$ cat src/rtl/truth_table_scanner_pkg.sv
// Shared definitions for the truth-table scanner: FSM state encoding
// and the truth-table width helper.
package scan_pkg;

    typedef enum logic [1:0] {
        IDLE   = 2'd0,
        APPLY  = 2'd1,
        SAMPLE = 2'd2,
        FINISH = 2'd3
    } scan_state_e;

    function automatic int table_width(input int n_in);
        return 1 << n_in;
    endfunction

endpackage

$ cat src/rtl/truth_table_scanner_settle_timer.sv
// Settle timer: loadable down-counter; expire is high once SETTLE cycles have elapsed since load.
// Latency: expire asserts in the SETTLE-th cycle after the loading edge.
// Backpressure: none; load always wins over counting.
module settle_timer #(
    parameter int SETTLE = 1
) (
    input  logic clk,
    input  logic reset_n,
    input  logic load,
    output logic expire
);

    localparam int CW = (SETTLE > 1) ? $clog2(SETTLE) : 1;
    localparam logic [CW-1:0] LOAD_VAL = CW'(SETTLE - 1);
    localparam logic [CW-1:0] ONE      = CW'(1);

    logic [CW-1:0] cnt;

    always_ff @(posedge clk or negedge reset_n) begin
        if (!reset_n) begin
            cnt <= '0;
        end else if (load) begin
            cnt <= LOAD_VAL;
        end else if (cnt != '0) begin
            cnt <= cnt - ONE;
        end
    end

    assign expire = (cnt == '0);

endmodule

$ cat src/rtl/truth_table_scanner.sv
// Truth-table scanner: sweeps minterms 0..2**N_IN-1 into a combinational cell, captures and checks s_in.
// Latency: done pulses 2**N_IN*(SETTLE+1)+1 edges after the edge that accepts start.
// Backpressure: start is a level request honoured only in IDLE; ignored while a scan is in flight.
module truth_table_scanner
    import scan_pkg::*;
#(
    parameter int N_IN   = 4,
    parameter int SETTLE = 1
) (
    input  logic                 clk,
    input  logic                 reset_n,
    input  logic                 start,
    input  logic [2**N_IN-1:0]   expected,
    output logic [N_IN-1:0]      abcd,
    input  logic                 s_in,
    output logic                 busy,
    output logic                 done,
    output logic                 pass,
    output logic [2**N_IN-1:0]   table_out,
    output logic                 err_valid,
    output logic [N_IN-1:0]      first_err
);

    localparam int TW = table_width(N_IN);
    localparam logic [N_IN-1:0] LAST_IDX = {N_IN{1'b1}};
    localparam logic [N_IN-1:0] IDX_ONE  = N_IN'(1);

    scan_state_e     state, state_nxt;
    logic [N_IN-1:0] idx, idx_d;
    logic [TW-1:0]   exp_q, exp_d;
    logic [N_IN-1:0] abcd_d;
    logic            busy_d, done_d, pass_d, err_valid_d;
    logic [TW-1:0]   table_d;
    logic [N_IN-1:0] first_err_d;
    logic            timer_load, timer_expire;
    logic            last;

    assign last = (idx == LAST_IDX);

    settle_timer #(.SETTLE(SETTLE)) u_settle_timer (
        .clk     (clk),
        .reset_n (reset_n),
        .load    (timer_load),
        .expire  (timer_expire)
    );

    always_ff @(posedge clk or negedge reset_n) begin
        if (!reset_n) begin
            state <= IDLE;
        end else begin
            state <= state_nxt;
        end
    end

    always_comb begin
        state_nxt = state;
        case (state)
            IDLE:    if (start) state_nxt = APPLY;
            APPLY:   if (timer_expire) state_nxt = SAMPLE;
            SAMPLE:  state_nxt = last ? FINISH : APPLY;
            FINISH:  state_nxt = IDLE;
            default: state_nxt = IDLE;
        endcase
    end

    // abcd is loaded on entry to APPLY so each minterm is held through APPLY and SAMPLE.
    always_comb begin
        abcd_d      = abcd;
        busy_d      = busy;
        done_d      = 1'b0;
        pass_d      = pass;
        table_d     = table_out;
        err_valid_d = err_valid;
        first_err_d = first_err;
        idx_d       = idx;
        exp_d       = exp_q;
        timer_load  = 1'b0;
        case (state)
            IDLE: begin
                abcd_d = '0;
                if (start) begin
                    exp_d       = expected;
                    idx_d       = '0;
                    table_d     = '0;
                    pass_d      = 1'b0;
                    err_valid_d = 1'b0;
                    first_err_d = '0;
                    busy_d      = 1'b1;
                    timer_load  = 1'b1;
                end
            end
            APPLY: begin
                abcd_d = idx;
            end
            SAMPLE: begin
                table_d[idx] = s_in;
                if ((s_in !== exp_q[idx]) && !err_valid) begin
                    err_valid_d = 1'b1;
                    first_err_d = idx;
                end
                if (last) begin
                    abcd_d = '0;
                end else begin
                    idx_d      = idx + IDX_ONE;
                    abcd_d     = idx + IDX_ONE;
                    timer_load = 1'b1;
                end
            end
            FINISH: begin
                done_d = 1'b1;
                busy_d = 1'b0;
                abcd_d = '0;
                pass_d = (table_out == exp_q);
            end
            default: begin
                abcd_d = '0;
            end
        endcase
    end

    always_ff @(posedge clk or negedge reset_n) begin
        if (!reset_n) begin
            abcd      <= '0;
            busy      <= 1'b0;
            done      <= 1'b0;
            pass      <= 1'b0;
            table_out <= '0;
            err_valid <= 1'b0;
            first_err <= '0;
            idx       <= '0;
            exp_q     <= '0;
        end else begin
            abcd      <= abcd_d;
            busy      <= busy_d;
            done      <= done_d;
            pass      <= pass_d;
            table_out <= table_d;
            err_valid <= err_valid_d;
            first_err <= first_err_d;
            idx       <= idx_d;
            exp_q     <= exp_d;
        end
    end

endmodule

$ cat config.mk
export PLATFORM = sky130hd
export DESIGN_NAME = truth_table_scanner
export DESIGN_NICKNAME = d
export VERILOG_FILES = /design/src/rtl/truth_table_scanner_pkg.sv /design/src/rtl/truth_table_scanner_settle_timer.sv /design/src/rtl/truth_table_scanner.sv
export SDC_FILE = /design/constraint.sdc
export NUM_CORES = 1
export LEC_CHECK = 0
export ABC_CLOCK_PERIOD_IN_PS = 2200
export CELL_PAD_IN_SITES_DETAIL_PLACEMENT = 2
export CELL_PAD_IN_SITES_GLOBAL_PLACEMENT = 2
export CORE_MARGIN = 5
export CORE_UTILIZATION = 32
export DETAILED_ROUTE_END_ITERATION = 12
export PLACE_DENSITY_LB_ADDON = 0.1
export SLEW_MARGIN = 5
export SYNTH_ARGS = -nofsm -noshare
export SYNTH_HDL_FRONTEND = slang
export SYNTH_SLANG_ARGS = --single-unit
$ cat constraint.sdc
create_clock -name clk -period 2.2 [get_ports clk]
set_input_delay 0.66 -clock clk [delete_from_list [all_inputs] [get_ports clk]]
set_output_delay 0.66 -clock clk [all_outputs]
set_load 0.1 [all_outputs]
==> impl_metrics.prom <==
# TYPE chip_impl_metric gauge
chip_impl_info{name="outcome",value="finished clean"} 1
chip_impl_metric{name="flip_flop_and_latch_count_after_synthesis",unit=""} 50
chip_impl_metric{name="wire_length_of_the_first_global_routing_pass",unit="µm"} 13400
chip_impl_metric{name="timing.reg2reg.setup_slack",unit="ns"} 0.19
chip_impl_metric{name="layout.cell_area.non_filler",unit="µm²"} 3540
chip_impl_metric{name="postCtsSetupBuffers",unit=""} 0
chip_impl_metric{name="insertion_delay",unit="ns"} 0.31
chip_impl_metric{name="timing_max_transition_violations_final",unit=""} 0
chip_impl_metric{name="route.detailed.drc",unit=""} 0
chip_impl_metric{name="place.gp.congestion",unit=""} 0.790
chip_impl_metric{name="finalCriticalPeriod",unit="ns"} 2.01
chip_impl_metric{name="via_count",unit=""} 2210
chip_impl_metric{name="post_cts_hold_buffer_count",unit=""} 0
chip_impl_metric{name="dr.pass1.iters",unit=""} 4
chip_impl_metric{name="timing.critical_path.buf_inv",unit=""} 2
chip_impl_metric{name="placement.io_buffers",unit=""} 47
chip_impl_metric{name="finalHoldViolations",unit=""} 0
chip_impl_info{name="grt_setup_unrepaired",value="false"} 1
chip_impl_metric{name="dp_hpwl",unit="µm"} 5920
chip_impl_metric{name="utilization_after_layout",unit=""} 0.455
chip_impl_metric{name="setup_viol",unit=""} 0
chip_impl_metric{name="syn-mean-instance-area",unit="µm²"} 9.67
chip_impl_metric{name="rr_worst_depth",unit=""} 6
chip_impl_metric{name="setup_skew_after_layout",unit="ns"} 0.00907
chip_impl_metric{name="routed_wl",unit="µm"} 8200
chip_impl_metric{name="fillerInstances",unit=""} 822
chip_impl_metric{name="synth_enable_flop_cells",unit=""} 0
chip_impl_metric{name="longest_individual_stage_delay_on_the_worst_path",unit="ns"} 0.56
chip_impl_info{name="worst-setup-path-type",value="flip-flop to flip-flop"} 1
chip_impl_metric{name="tns",unit="ns"} 0
chip_impl_metric{name="die_height",unit="µm"} 99.5
chip_impl_metric{name="timing_worst_slew_pin_value",unit="ns"} 0.433
chip_impl_metric{name="final_antenna_net_count",unit=""} 0
chip_impl_metric{name="initialDrtViolationCount",unit=""} 55
chip_impl_metric{name="fp.dieW",unit="µm"} 99.5
chip_impl_metric{name="drt-vias-per-instance",unit=""} 5.24
chip_impl_metric{name="area_growth",unit="%"} 38.0
chip_impl_metric{name="non_filler_instance_count_after_layout",unit=""} 422
chip_impl_metric{name="max-vdd-ir-drop",unit="V"} 0.000420
chip_impl_metric{name="initial_antenna_violation_count",unit=""} 0
chip_impl_metric{name="numClockSinks",unit=""} 50
chip_impl_metric{name="ctsLongestPathBuffers",unit=""} 2
chip_impl_metric{name="synth.yosys.seq_area_share",unit=""} 0.488
chip_impl_metric{name="critical_path_arrival",unit="ns"} 2.25
chip_impl_metric{name="coreArea",unit="µm²"} 7770
chip_impl_metric{name="worst_hold_slack",unit="ns"} 0.332
chip_impl_metric{name="mappedNetlistNets",unit=""} 289
chip_impl_metric{name="slew_headroom",unit=""} 0.710
chip_impl_info{name="clockRootBuffer",value="clkbuf_8"} 1
chip_impl_info{name="hp-class",value="input port to async pin"} 1
chip_impl_metric{name="grt_pass1_vias",unit=""} 2492
chip_impl_metric{name="die_area",unit="µm²"} 9900
chip_impl_metric{name="cp.depth",unit=""} 6
chip_impl_metric{name="fmax",unit="MHz"} 497
chip_impl_info{name="timing.critical_path.slowest_stage_cell",value="mux4_2"} 1
chip_impl_metric{name="netlist-cell-type-count",unit=""} 42
chip_impl_metric{name="synthCells",unit=""} 265
chip_impl_metric{name="clk_transition_reported_paths",unit="ns"} 0.10
chip_impl_info{name="clock_tree_from_tritoncts",value="yes"} 1
chip_impl_metric{name="post-route-period-util",unit=""} 0.915
chip_impl_metric{name="number_of_buffers_inserted_during_clock_tree_synthesis",unit=""} 5
chip_impl_info{name="ys_dominant_reg_cell",value="dfrtp_1"} 1
chip_impl_metric{name="grt_overflow_total",unit=""} 0
chip_impl_metric{name="boundaryPins",unit=""} 48
chip_impl_metric{name="pwr_density_cell",unit="nW/µm²"} 1380
chip_impl_metric{name="leakagePower",unit="nW"} 1.72
chip_impl_info{name="startpoint_type",value="flip-flop"} 1
chip_impl_metric{name="final_net_count",unit=""} 343
chip_impl_metric{name="rows",unit=""} 32
chip_impl_metric{name="post_route_cells_drive_above_1_share",unit=""} 0.194
chip_impl_metric{name="netlist_area",unit="µm²"} 2560
chip_impl_metric{name="critPathMaxFanout",unit=""} 6
chip_impl_metric{name="cp.required",unit="ns"} 2.44
chip_impl_metric{name="numPlacedInstances",unit=""} 414
chip_impl_metric{name="track_usage",unit=""} 0.173
chip_impl_metric{name="max_cap_viol_count",unit=""} 0
chip_impl_metric{name="yosys_warnings",unit=""} 0
chip_impl_metric{name="post_cts_resize_count",unit=""} 0
chip_impl_metric{name="ctsHtreeMaxLevel",unit=""} 2
chip_impl_metric{name="avgRoutedWirePerCell",unit="µm"} 19.4
chip_impl_metric{name="starting_density_of_the_core",unit=""} 0.330
chip_impl_metric{name="pin_count_of_the_biggest_net_entering_global_routing",unit=""} 51
chip_impl_metric{name="postSynth.asyncResetShare",unit=""} 1.00
chip_impl_info{name="crit_family",value="multiplexers"} 1
chip_impl_info{name="timing.critical_path.cells",value="buf_4, inv_2, mux4_2, mux2i_2, nor3_4, mux2i_1"} 1
chip_impl_metric{name="postPlaceCellArea",unit="µm²"} 3450
chip_impl_metric{name="diodes_inserted",unit=""} 0
chip_impl_info{name="endpoint_kind",value="flip-flop"} 1
[synthesized netlist by cell type (3+ instances only)]
cell      instances  area share
a21oi_1           3      0.0059
clkbuf_1         12       0.018
dfrtp_1          50        0.49
ha_1              4       0.020
inv_1             3      0.0044
mux2i_1           8       0.031
nand2_1          82        0.12
nand4_1          17       0.041
nor2_1            7       0.010
nor2b_1           3      0.0073
nor4_1            3      0.0073
o211ai_1         11       0.032
o21ai_0           6       0.012
o311ai_1          3       0.010
xor2_1           17       0.058
[routing by layer]
layer / up-vias / GRT usage / share of wire
li1: 1025 / - / -
met1: 1129 / 0.221 / 0.44
met5: - / 0 / 0
met4: 0 / 0.0347 / 0.0090
met3: 6 / 0.0316 / 0.042
met2: 50 / 0.307 / 0.51
[worst reg2reg max path, cell delays in order (launching register included)]
cell and delay, ns:
dfrtp_1 0.44, buf_4 0.18, inv_2 0.09, mux4_2 0.56, mux2i_2 0.21, nor3_4 0.23
mux2i_1 0.23
[logic make-up (layout without fill, tap and decap cells)]
family,Yosys count,count (layout),synth area share
adders and majority gates,4,4,0.0195
buffers and inverters,20,75,0.0332
AOI/OAI and AO/OA,33,33,0.0908
xor gates and xnor gates,18,18,0.0615
and+or+nand+nor,127,127,0.232
muxes,13,13,0.0747
DFF,50,50,0.488
[registers in the layout (all words and copies together) (netlist names)]
name / count
abcd: 4
busy: 1
done: 1
err_valid: 1
exp_q: 16
first_err: 4
idx: 4
pass: 1
state: 2
table_out: 16
[stage by stage]
| stage | power, mW | worst slack, ns |
|---|---|---|
| after floorplan | 3.24 | 0.291 |
| after global placement | 4.28 | 0.137 |
| after detailed placement | 4.34 | 0.0604 |
| after CTS | 4.93 | 0.153 |
| after global routing | 5.17 | 0.0817 |
| final | 4.87 | 0.187 |
[where the power goes]
part / leakage, nW / switching, mW / internal (mW)
combinational: 1.02 / 1.74 / 1.05
sequential: 0.659 / 0.310 / 1.19
clock: 0.0482 / 0.323 / 0.255
total: 1.72 / 2.38 / 2.50
[final cells by class]
| class | instances | area [µm²] | share of cell area |
|---|---|---|---|
| clock buffers | 7 | 86.3 | 0.0244 |
| clock inverters | 1 | 5.00 | 0.00141 |
| inverters | 5 | 18.8 | 0.00531 |
| multi-input cells | 195 | 1230 | 0.347 |
| flip-flops and latches | 50 | 1250 | 0.354 |
| well taps | 102 | 128 | 0.0361 |
| repair buffers | 62 | 821 | 0.232 |
[worst paths after layout]
kind	startpoint	end
worst min register to register	exp_q[8]	exp_q[8]
worst max-delay path	idx[0]	first_err[0]
worst max register to register	idx[0]	first_err[0]
worst min-delay path	reset_n	busy
max in group asynchronous	reset_n	table_out[9]
min in group clk	exp_q[8]	exp_q[8]
[cells in the final DEF, fill, tap and decap left out, types with 4 or more instances in the layout]
cell | netlist | routed
nor2_1 | 7 | 7
ha_1 | 4 | 4
o211ai_1 | 11 | 11
o21ai_0 | 6 | 6
nand2_1 | 82 | 82
clkbuf_8 | 0 | 6
dfrtp_1 | 50 | 50
buf_12 | 0 | 25
buf_4 | 0 | 18
nand4_1 | 17 | 17
mux2i_1 | 8 | 8
clkdlybuf4s50_1 | 0 | 18
xor2_1 | 17 | 17
Note: power is estimated with default switching activity, not from simulation.
